## src/rtl/sync_fifo.sv

```systemverilog
// Single-clock FIFO with occupancy count, almost-full/empty thresholds,
// sticky overflow/underflow flags and optional first-word-fall-through reads.
module sync_fifo #(
  parameter int DSIZE      = 8,
  parameter int ASIZE      = 4,
  parameter int AFULL_THR  = (1 << ASIZE) - 2,
  parameter int AEMPTY_THR = 2,
  parameter bit FWFT       = 1'b0
) (
  input  logic             clk,
  input  logic             rst,
  input  logic [DSIZE-1:0] wdata,
  input  logic             winc,
  output logic             wfull,
  output logic             walmost_full,
  input  logic             rinc,
  output logic [DSIZE-1:0] rdata,
  output logic             rempty,
  output logic             ralmost_empty,
  output logic [ASIZE:0]   count,
  output logic             overflow,
  output logic             underflow,
  input  logic             err_clr
);

  localparam int DEPTH = 1 << ASIZE;
  localparam logic [ASIZE:0] AFULL_V  = (ASIZE+1)'(AFULL_THR);
  localparam logic [ASIZE:0] AEMPTY_V = (ASIZE+1)'(AEMPTY_THR);

  logic [DSIZE-1:0] mem [DEPTH];
  logic [ASIZE:0]   wptr, rptr;
  logic [ASIZE-1:0] waddr, raddr;
  logic             wr_en, rd_en;

  assign waddr = wptr[ASIZE-1:0];
  assign raddr = rptr[ASIZE-1:0];

  // Flags come purely from the registered pointers, so they are stable all cycle.
  assign count         = wptr - rptr;
  assign rempty        = (wptr == rptr);
  assign wfull         = (wptr[ASIZE] != rptr[ASIZE]) && (waddr == raddr);
  assign walmost_full  = (count >= AFULL_V);
  assign ralmost_empty = (count <= AEMPTY_V);

  assign wr_en = winc & ~wfull;
  assign rd_en = rinc & ~rempty;

  always_ff @(posedge clk) begin
    if (wr_en) mem[waddr] <= wdata;
  end

  always_ff @(posedge clk or posedge rst) begin
    if (rst) begin
      wptr <= '0;
      rptr <= '0;
    end else begin
      if (wr_en) wptr <= wptr + 1'b1;
      if (rd_en) rptr <= rptr + 1'b1;
    end
  end

  // A new error event on the same edge as err_clr keeps the flag set.
  always_ff @(posedge clk or posedge rst) begin
    if (rst) begin
      overflow  <= 1'b0;
      underflow <= 1'b0;
    end else begin
      if (winc & wfull)   overflow <= 1'b1;
      else if (err_clr)   overflow <= 1'b0;
      if (rinc & rempty)  underflow <= 1'b1;
      else if (err_clr)   underflow <= 1'b0;
    end
  end

  generate
    if (FWFT) begin : g_fwft
      assign rdata = mem[raddr];
    end else begin : g_std
      logic [DSIZE-1:0] rdata_q;
      always_ff @(posedge clk or posedge rst) begin
        if (rst)        rdata_q <= '0;
        else if (rd_en) rdata_q <= mem[raddr];
      end
      assign rdata = rdata_q;
    end
  endgenerate

endmodule
```

## config.mk

```make
export PLATFORM = sky130hd
export DESIGN_NAME = sync_fifo
export DESIGN_NICKNAME = d
export VERILOG_FILES = /design/src/rtl/sync_fifo.sv
export SDC_FILE = /design/constraint.sdc
export NUM_CORES = 1
export LEC_CHECK = 0
export ABC_AREA = 1
export BUFFER_PORTS_ARGS = -buffer_cell sky130_fd_sc_hd__buf_2
export CAP_MARGIN = 0
export CORE_ASPECT_RATIO = 1.4
export CORE_MARGIN = 10
export CORE_UTILIZATION = 35
export CTS_CLUSTER_SIZE = 28
export DETAILED_ROUTE_END_ITERATION = 7
export PLACE_DENSITY = 0.53
export SYNTH_ARGS = -nofsm -noshare
export SYNTH_HDL_FRONTEND = slang
export SYNTH_SLANG_ARGS = --single-unit
```

## constraint.sdc

```tcl
create_clock -name clk -period 6.4 [get_ports clk]
set_clock_uncertainty 0.2 [all_clocks]
set_input_delay 1.6 -clock clk [delete_from_list [all_inputs] [get_ports clk]]
set_output_delay 1.6 -clock clk [all_outputs]
set_load 0.01 [all_outputs]
```

# Yosys cells after proc, flatten, opt, wreduce, memory -nomap -nowiden
# Memory sizes are Yosys's and may differ from the RTL's. A register that Yosys moved wholly into a read port is not among the register bits.
# Cells that the tools add are included.
# word_totals
regBits	12
latch_bits	0
ram_bits	128
mem_bits_ro	0
input_bits	13
wordCells	27
mem_count	1
# op_classes
n_addsub	3
multipliers	0
div	0
magnitude_cmp	2
eq_ne	3
shifts	0
muxes	5
bitwise_logic	6
n_reduce_logical	3
# mem_list
name	depth	word_bits	read_ports	rd_clocked_by_memory_dff	wr	line	source
mem	16	8	1	1	1	30	logic [DSIZE-1:0] mem [DEPTH];
# op_table
cell	n
$add 5x1->5 const B	2
$eq 5x5->1	1
$ge 5x4->1 const B	1
$le 5x2->1 const B	1
$mux 1	5
$sub 5x5->5	1
$and 1x1->1	4
$eq 4x4->1	1
$reduce_bool 2->1	2
$not 1->1	2
$logic_and 1x1->1	1
$ne 1x1->1	1

# Longest topological paths before layout
# Gate-level depths: netlist (run 1).
# logic_depth
depth_word	6
ltp_mapped	13
mapped_depth_nobuf	11

# Least setup slack after synthesis (run 1)
# No wires, ideal clock.
# synth_path
path_kind	register to output
from	reg rptr[1]
to	out walmost_full
arrival_ns	1.761
t_required_ns	4.600
slack_ns	2.839
stages_incl_launch_ff	9
n_path_buf	2
path_cell_list	dfrtp_1 buf_2 inv_2 buf_2 fa_1 nand3_1 nand2_1 xor2_1 o21bai_1
# synth_between
elab_chain_len	2
# synth_rtl
item	line	source
from (decl)	31	logic [ASIZE:0] wptr, rptr;
from (signal assigned)	58	if (rd_en) rptr <= rptr + 1'b1;
$sub 5x5->5	39	assign count = wptr - rptr;
net count[4]	20	output logic [ASIZE:0] count,
$ge 5x4->1	42	assign walmost_full = (count >= AFULL_V);
to (decl)	15	output logic walmost_full,
# The timed path passes the listed nets, and every way through them passes these cells.

# Worst setup path after layout (run 1)
# layout_path
from	reg rptr[2]
to	out ralmost_empty
# layout_between
elab_chain_len	2
# layout_rtl
item	line	source
$sub 5x5->5	39	
$le 5x2->1	43	assign ralmost_empty = (count <= AEMPTY_V);
to (decl)	19	output logic ralmost_empty,
# No other way between the ends.

==> summary.md, run 1 <==
| Metric | Value |
|---|---|
| Status | `finished, final reports clean` |
| Slowest Stage Delay on Critical Path | `approximately 0.76 ns` |
| Worst setup SP type | `flip-flop` |
| Num rows | `about 60` |
| Post-synthesis cell area | `approximately 6700 µm²` |
| Post-route ant nets | `0` |
| Largest net degree at the start of global routing | `between 60 and 70` |
| Post-Syn Instances | `between 600 and 700` |
| DRT iter0 DRCs | `318` |
| Drt wl/cell | `16.2 µm` |
| DP Area | `around 7000 µm²` |
| H-tree levels | `4` |
| Die height | `between 150 and 200 µm` |
| Router iterations before antenna repair | `5` |
| Half-perimeter wire length after placement | `around 10 mm` |
| Slew margin rel. | `22.8%` |
| First-pass GRT wire length | `around 25 mm` |
| LEAKAGE | `~0.0033 µW` |
| Post-cts sizing count | `0` |
| CTS Hold Bufs | `0` |
| Antenna violations before repair | `0` |
| Clk Latency, worst-skew pair | `around 0.42 ns` |
| CTS tree | `done` |
| Setup violators final | `0` |
| Worst-path cell chain | `inv_1, ha_1, a21oi_1, nand2_1, xor2_1, nand2_1, nor2_1, buf_2` |
| PwrDens | `between 400 and 500 nW/µm²` |
| P&R area growth vs syn | `14.4%` |
| Data required time at the worst endpoint | `around 4.6 ns` |
| Share of the synthesized area in the top cell type | `a little under three fifths` |
| Sequential-to-total area share from yosys stat | `65.1%` |
| Synth top area cells | `edfxtp_1, nand2_1, dfrtp_1, nand3_1, inv_1` |
| Root Driver | `clkbuf_16` |
| # diodes | `0` |
| Max_cap viols | `0` |
| TritonCTS buffer count | `17` |
| GR Overflow Total | `0` |
| #FFs+latches synth | `roughly 150` |
| Fin. Hold Viols | `0` |
| Full die area | `about 25000 µm²` |
| Minimum clock period | `4.22 ns` |
| Synth unique cells | `23` |
| RePlAce Congestion | `between 0.8 and 0.9` |
| Total GRT Usage | `between 10% and 20%` |
| Sum of negative setup slack | `0 ns` |
| Post-route DRC violation count | `0` |
| Slowest stage cell, crit path | `dfrtp_1` |
| CTS max path bufs | `2` |
| Placeable Area | `~19000 µm²` |
| Avg Cell Area, Syn | `around 10 µm²` |
| Worst slew pin tran | `between 1 and 1.5 ns` |
| Achievable Freq | `approximately 240 MHz` |
| DRT Wirelength | `~15 mm` |
| Class of the worst hold path | `flip-flop to flip-flop` |
| Drt via density | `4.66` |
| Vias in the first global route | `around 4500` |
| Max-slew violations | `0` |
| Starting density of the core | `a little over a third` |
| Final Instance Area | `~7600 µm²` |
| Buffers on Ports | `31` |
| Post-CTS Setup Bufs | `0` |
| # IOs | `32` |
| Worst-path maximum fanout | `21` |
| Clk sinks | `approximately 150` |
| Post-Syn Nets | `roughly 700` |
| Clk slew on worst S/H paths | `roughly 0.07 ns` |
| Setup Crit Path Kind | `flip-flop to primary output` |
| Die Wd | `about 140 µm` |
| CP Data Arrival Time | `~2.4 ns` |
| Area leader, netlist | `edfxtp_1` |
| VDD IR max | `~0.56 mV` |
| Via count | `between 4000 and 5000` |
| Final net count | `just over 700` |
| Syn. warnings | `0` |
| Unrepaired setup endpoints after global routing | `false` |
| # fillers | `between 1500 and 2000` |
| Cell mode on critical path | `nand2_1` |
| Worst Setup End Kind | `primary output` |
| Layout cell share with drive strength beyond 1 | `a little over a tenth` |
| Tcrit/Tclk final | `66.0%` |
per-stage QoR:
step	setup WS (ns)	std cells	utilization, %	hold WS (ns)	total power (µW)
2_1_floorplan	2.84	667	-	0.285	2230
3_3_place_gp	2.65	918	37.4	0.299	2600
3_5_place_dp	2.64	918	37.4	0.298	2620
4_1_cts	2.17	950	40.9	0.313	3710
5_1_grt	1.88	950	40.9	0.355	3920
6_report	2.18	950	40.9	0.309	3670
synth_stat cells:
cell type	number
nor2_2	1
nor2_8	1
nor2_1	59
o21bai_1	1
fa_1	1
a21oi_1	3
clkinv_1	1
buf_4	7
buf_2	15
dfrtp_1	20
nand2_4	1
xor2_1	10
edfxtp_1	128
nand2_1	186
nor2_4	1
nand3_1	92
inv_1	115
ha_1	9
clkbuf_1	1
inv_2	3
nand2_2	2
buf_6	3
o21ai_0	7
cell type report:
| cell class | count | area (µm²) | area share [%] |
|---|---|---|---|
| Multi-Input combinational cell | 374 | 1720 | 22.5 |
| Tap cell | 244 | 305 | 4.00 |
| Inverter | 119 | 447 | 5.85 |
| Clock inverter | 13 | 194 | 2.54 |
| Sequential cell | 148 | 4350 | 56.9 |
| Clock buffer | 19 | 453 | 5.93 |
| Timing Repair Buffer | 33 | 170 | 2.23 |
registers in the layout, indices dropped and copies added (netlist names):
register,cells
mem,128
overflow,1
underflow,1
rdata,8
rptr,5
wptr,5
per-layer routing:
layer  global-route usage (%)  wire [µm]  vias up  part of all wire, %
met4                     5.34        355        0                  2.3
met2                     22.1       8040       93                   52
met5                        0          0        -                    0
met3                     2.30        553       21                  3.6
met1                     15.2       6460     2144                   42
li1                         -          -     2173                    -
critical path, delay by kind of cell, from the launching register on:
kind	cells	cell delay [ns]
simple gates	3	0.24
compound gates	1	0.15
fa+ha+maj	1	0.37
buf+inv	2	0.26
xor+xnor	1	0.23
flops	1	0.76
logic make-up (layout without fill, tap and decap cells):
family | count (synthesis) | after routing | synth area share (%)
adders and majority gates | 10 | 10 | 1.99
and+or+nand+nor | 343 | 343 | 21.6
buffers and inverters | 145 | 184 | 9.17
AOI/OAI and AO/OA | 11 | 11 | 0.862
DFF | 148 | 148 | 65.1
xor gates and xnor gates | 10 | 10 | 1.31
cell usage in the layout, fill, tap and decap left out, drive strengths merged:
cell type	netlist	final
bufinv	0	4
dfrtp	20	20
clkinvlp	0	1
ha	9	9
clkinv	1	5
fa	1	1
nand3	92	92
clkbuf	1	19
nand2	189	189
xor2	10	10
o21bai	1	1
inv	118	122
edfxtp	128	128
a21oi	3	3
o21ai	7	7
buf	25	33
nor2	62	62
where the power goes:
| part | leakage [µW] | total [µW] | internal (µW) | switching (µW) |
|---|---|---|---|---|
| clock network | 0.000315 | 1080 | 680 | 401 |
| registers | 0.00139 | 1270 | 1200 | 76.6 |
| logic | 0.00163 | 1320 | 409 | 908 |
| total | 0.00333 | 3670 | 2290 | 1390 |
path summary, 6_finish.rpt:
check	from	end	slack, ns	cells after the start
hold / removal	rdata[3]	rdata[3]	0.31	2
min in group asynchronous	rst	rptr[4]	1.15	2
max in group asynchronous	rst	rptr[0]	4.26	2
hold reg to reg	rdata[3]	rdata[3]	0.31	2
setup reg to reg	rptr[1]	mem[8][3]	3.26	9
setup / recovery	rptr[2]	ralmost_empty	2.18	8
Note: power is estimated with default switching activity, not from simulation.
==> inputs of run 2 (changes only) <==
PLACE_DENSITY = 0.55   (was 0.53)
clock period = 3.8 ns   (was 6.4 ns; I/O delays follow)
==> run 2 against run 1 <==
Register-to-register slack got worse by 2.3 ns. Critical endpoint is now walmost_full. Sequential share of layout area fell by 0.45 points. Die area did not move. Hold slack got worse by 0.0082 ns. First-iteration DRC count fell by 3.5%. Core utilization rose by 0.33 points. Wire length rose by 0.77%.
==> summary.md, run 2 (synthesis gave the netlist of run 1 again) <==
| Metric | Value |
|---|---|
| CTS max path bufs | `2` |
| CTS Hold Bufs | `0` |
| Post-route DRC violation count | `0` |
| Via count | `approximately 4400` |
| # IOs | `32` |
| Fin. Hold Viols | `0` |
| Sum of negative setup slack | `0 ns` |
| Clk Latency, worst-skew pair | `about 0.41 ns` |
| Final net count | `around 730` |
| Drt wl/cell | `between 15 and 20 µm` |
| DRT iter0 DRCs | `roughly 310` |
| P&R area growth vs syn | `15.3%` |
| Clk slew on worst S/H paths | `roughly 0.060 ns` |
| Status | `finished, final reports clean` |
| Antenna violations before repair | `0` |
| Router iterations before antenna repair | `4` |
| Starting density of the core | `35.7%` |
| H-tree levels | `4` |
| Buffers on Ports | `31` |
| Cell mode on critical path | `inv_1` |
| Post-route ant nets | `0` |
| Die height | `183 µm` |
| Largest net degree at the start of global routing | `between 60 and 70` |
| Worst setup SP type | `flip-flop` |
| LEAKAGE | `approximately 0.0034 µW` |
| Setup violators final | `0` |
| Vias in the first global route | `about 4600` |
| Slew margin rel. | `between 20% and 30%` |
| Placeable Area | `18700 µm²` |
| First-pass GRT wire length | `roughly 25 mm` |
| Slowest stage cell, crit path | `dfrtp_1` |
| Data required time at the worst endpoint | `around 2.7 ns` |
| Unrepaired setup endpoints after global routing | `false` |
| Clk sinks | `between 100 and 150` |
| GR Overflow Total | `0` |
| Slowest Stage Delay on Critical Path | `between 0.4 and 0.5 ns` |
| Worst-path cell chain | `inv_1, ha_1, inv_1, fa_1, nand3_1, nand2_1, xor2_1, o21bai_1, buf_2` |
| Drt via density | `4.56` |
| Full die area | `roughly 25000 µm²` |
| Max_cap viols | `0` |
| Minimum hold slack | `0.301 ns` |
| Max-slew violations | `0` |
| DRT Wirelength | `roughly 16 mm` |
| Class of the worst hold path | `flip-flop to flip-flop` |
| Post-cts sizing count | `0` |
| Commonest non-fill, non-tap cell in the layout | `nand2_1` |
| Layout cell share with drive strength beyond 1 | `between 10% and 20%` |
| Die Wd | `137 µm` |
| Minimum clock period | `between 3 and 4 ns` |
| Half-perimeter wire length after placement | `approximately 9.8 mm` |
| Achievable Freq | `between 200 and 300 MHz` |
| Num rows | `59` |
| Post-CTS Setup Bufs | `0` |
| PwrDens | `slightly below 800 nW/µm²` |
| CTS tree | `done` |
| Tcrit/Tclk final | `a little under 90%` |
| Most frequent cells in the layout | `nand2_1, edfxtp_1, inv_1` |
| Total GRT Usage | `13.0%` |
| Pwr Total | `a little over 6000 µW` |
| Root Driver | `clkbuf_16` |
| CP Data Arrival Time | `about 2.2 ns` |
| RePlAce Congestion | `0.790` |
| TritonCTS buffer count | `17` |
| Largest reg by FF count | `mem` |
| Largest register FFs | `about 130` |
| VDD IR max | `0.992 mV` |
| Worst Setup End Kind | `primary output` |
| # diodes | `0` |
| Worst slew pin tran | `between 1 and 1.5 ns` |
| Worst-path maximum fanout | `5` |
| Setup Crit Path Kind | `flip-flop to primary output` |
-- run 2: layer usage --
| layer | vias up | track usage [%] | share of wire, % |
|---|---|---|---|
| li1 | 2193 | - | - |
| met1 | 2073 | 15.5 | 42 |
| met2 | 103 | 23.0 | 52 |
| met3 | 14 | 2.19 | 4.8 |
| met4 | 0 | 4.83 | 1.6 |
| met5 | - | 0 | 0 |
-- run 2: per-stage QoR --
| step | instances | setup slack [ns] | cell area, µm² | util (%) |
|---|---|---|---|---|
| 2_1_floorplan | 667 | 0.889 | 6680 | - |
| 3_3_place_gp | 930 | 0.894 | 7080 | 37.9 |
| 3_5_place_dp | 930 | 0.839 | 7080 | 37.9 |
| 4_1_cts | 962 | 0.387 | 7690 | 41.2 |
| 5_1_grt | 962 | 0.258 | 7690 | 41.2 |
| 6_report | 962 | 0.420 | 7690 | 41.2 |
-- run 2: cell type report --
class                           count  area [µm²]
Clock buffer                       21         470
Sequential cell                   148        4350
Tap cell                          244         305
Clock inverter                     11         148
Multi-Input combinational cell    374        1720
Timing Repair Buffer               45         260
Inverter                          119         447
Fill cell                        1775       11000
-- run 2: where the power goes --
group          switching [µW]  internal, µW  total (µW)
Combinational            1550           722        2270
Sequential               98.3          2010        2110
Clock                     647          1090        1740
Total                    2290          3820        6120
-- run 2: final timing paths --
kind,depth (start not counted),start,endpoint,slack (ns)
worst max-delay path,9,wptr[0],walmost_full,0.42
max in group asynchronous,2,rst,rptr[0],2.21
min in group asynchronous,2,rst,underflow,0.55
worst min register to register,2,rdata[6],rdata[6],0.30
worst min-delay path,2,rdata[6],rdata[6],0.30
worst max register to register,9,rptr[3],mem[8][6],0.98
-- run 2: critical path, delay by kind of cell (launching register included) --
family,cells,cell delay [ns]
adders and majority gates,2,0.55
DFF,1,0.43
buffers and inverters,3,0.33
AOI/OAI and AO/OA,1,0.14
xor gates and xnor gates,1,0.21
and+or+nand+nor,2,0.18
==> inputs of run 3 (changes only) <==
CORE_ASPECT_RATIO = 1.2   (was 1.4)
SLEW_MARGIN = 10   (was unset)
==> run 3 against run 2 <==
Fmax shrank 0.36%. Largest cell class unchanged. Sequential share of layout area shrank 0.31 points. Setup slack lost 0.012 ns. Critical path depth is the same. Clock-buffer cell count shrank 4. Clock power grew 6%. Via count grew 1.6%. Power grew 2.0%. Die area shrank 0.22%. Wire length grew 0.23%. First-iteration DRC count grew 24%. Sequential cell count is the same.
==> summary.md, run 3 (synthesis gave the netlist of run 1 again) <==
| Metric | Value |
|---|---|
| Clk Latency, worst-skew pair | `roughly 0.42 ns` |
| Num rows | `55` |
| CTS tree | `done` |
| Tcrit/Tclk final | `between 80% and 90%` |
| Antenna violations before repair | `0` |
| Finished Core Util | `approximately 41%` |
| Layout cell share with drive strength beyond 1 | `between 10% and 20%` |
| DRT Wirelength | `~16 mm` |
| Drt wl/cell | `roughly 16 µm` |
| Root Driver | `clkbuf_16` |
| Full die area | `25000 µm²` |
| Final Instance Area | `7740 µm²` |
| Via count | `4453` |
| TritonCTS buffer count | `17` |
| Worst slack, placed | `0.833 ns` |
| First-pass GRT wire length | `about 25 mm` |
| Vias in the first global route | `around 4400` |
| PwrDens | `807 nW/µm²` |
| Post-cts sizing count | `0` |
| Total GRT Usage | `12.8%` |
| CP Data Arrival Time | `roughly 2.2 ns` |
| Die Wd | `146 µm` |
| LEAKAGE | `around 0.0034 µW` |
| # diodes | `0` |
| Slew margin rel. | `about 26%` |
| Final net count | `between 700 and 800` |
| Worst setup SP type | `flip-flop` |
| H-tree levels | `4` |
| Worst-path maximum fanout | `5` |
| Unrepaired setup endpoints after global routing | `false` |
| Achievable Freq | `a little under 300 MHz` |
| Buffers on Ports | `31` |
| # fillers | `roughly 1800` |
| Sum of negative setup slack | `0 ns` |
| RePlAce Congestion | `0.816` |
| P&R area growth vs syn | `15.9%` |
| Most frequent cells in the layout | `nand2_1, edfxtp_1, inv_1` |
| Half-perimeter wire length after placement | `just under 10 mm` |
| Largest reg by FF count | `mem` |
| Commonest non-fill, non-tap cell in the layout | `nand2_1` |
| Router iterations before antenna repair | `5` |
| DP Area | `roughly 7100 µm²` |
| Fin. Hold Viols | `0` |
| GR Overflow Total | `0` |
| Clk sinks | `between 100 and 150` |
| Post-route ant nets | `0` |
| Max_cap viols | `0` |
| Final WS setup | `between 0.4 and 0.5 ns` |
| Largest register FFs | `roughly 130` |
| Worst slew pin tran | `between 1 and 1.5 ns` |
| Minimum clock period | `3.39 ns` |
| Minimum hold slack | `~0.32 ns` |
| # IOs | `32` |
| Post-route DRC violation count | `0` |
| Status | `finished, final reports clean` |
| Worst Setup End Kind | `primary output` |
| Setup violators final | `0` |
| Placeable Area | `about 19000 µm²` |
| Largest net degree at the start of global routing | `68` |
| VDD IR max | `~0.44 mV` |
| Data required time at the worst endpoint | `2.65 ns` |
| CTS Hold Bufs | `0` |
| Starting density of the core | `around 36%` |
| Class of the worst hold path | `flip-flop to flip-flop` |
| DRT iter0 DRCs | `380` |
| Post-CTS Setup Bufs | `0` |
| Die height | `between 150 and 200 µm` |
| Setup Crit Path Kind | `flip-flop to primary output` |
| Clk slew on worst S/H paths | `~0.060 ns` |
| CTS max path bufs | `2` |
| Drt via density | `approximately 4.6` |
| Max-slew violations | `0` |
==> run 3: changes by cell type in the layout (fill, tap and decap cells not counted) <==
cell | before | now
clkbuf_1 | 1 | 0
clkinvlp_4 | 1 | 2
clkinv_2 | 3 | 2
buf_4 | 14 | 13
clkinv_4 | 2 | 3
bufinv_16 | 3 | 5
clkbuf_8 | 3 | 0
inv_6 | 2 | 3
==> run 3: final timing paths <==
path	to	startpoint	cells after the start	slack, ns
setup / recovery	walmost_full	wptr[0]	9	0.41
hold / removal	rdata[0]	rdata[0]	2	0.32
setup reg to reg	mem[2][4]	rptr[3]	9	0.94
hold reg to reg	rdata[0]	rdata[0]	2	0.32
max in group asynchronous	rptr[0]	rst	2	2.31
min in group asynchronous	rdata[2]	rst	2	0.51
==> run 3: stage by stage <==
step	cells	total power, µW
global route	973	6680
detailed placement	941	4450
CTS	973	6310
finish	973	6240
global placement	941	4400
floorplan	667	3750
==> run 3: routing by layer <==
layer | up-vias | track usage, % | share of wire, %
li1 | 2193 | - | -
met1 | 2099 | 15.8 | 43
met2 | 139 | 21.6 | 50
met3 | 22 | 2.94 | 5.1
met4 | 0 | 4.62 | 1.8
met5 | - | 0 | 0
==> run 3: area by class of cell <==
class / instances / area, µm² / area share [%]
Tap cell: 256 / 320 / 4.14
Timing Repair Buffer: 44 / 253 / 3.27
Inverter: 119 / 447 / 5.77
Multi-Input combinational cell: 374 / 1720 / 22.2
Sequential cell: 148 / 4350 / 56.2
Clock buffer: 17 / 425 / 5.50
Clock inverter: 15 / 228 / 2.94
==> run 3: worst max-delay path, stage by stage, from the launching register on <==
cell and delay (ns):
dfrtp_1 0.43, inv_1 0.13, ha_1 0.15, inv_1 0.06, fa_1 0.40, nand3_1 0.11
nand2_1 0.07, xor2_1 0.21, o21bai_1 0.14, buf_2 0.14
==> run 3: where the power goes <==
part | switching [µW] | internal [µW] | total (µW)
clock network | 676 | 1170 | 1850
registers | 118 | 2010 | 2130
logic | 1540 | 720 | 2260
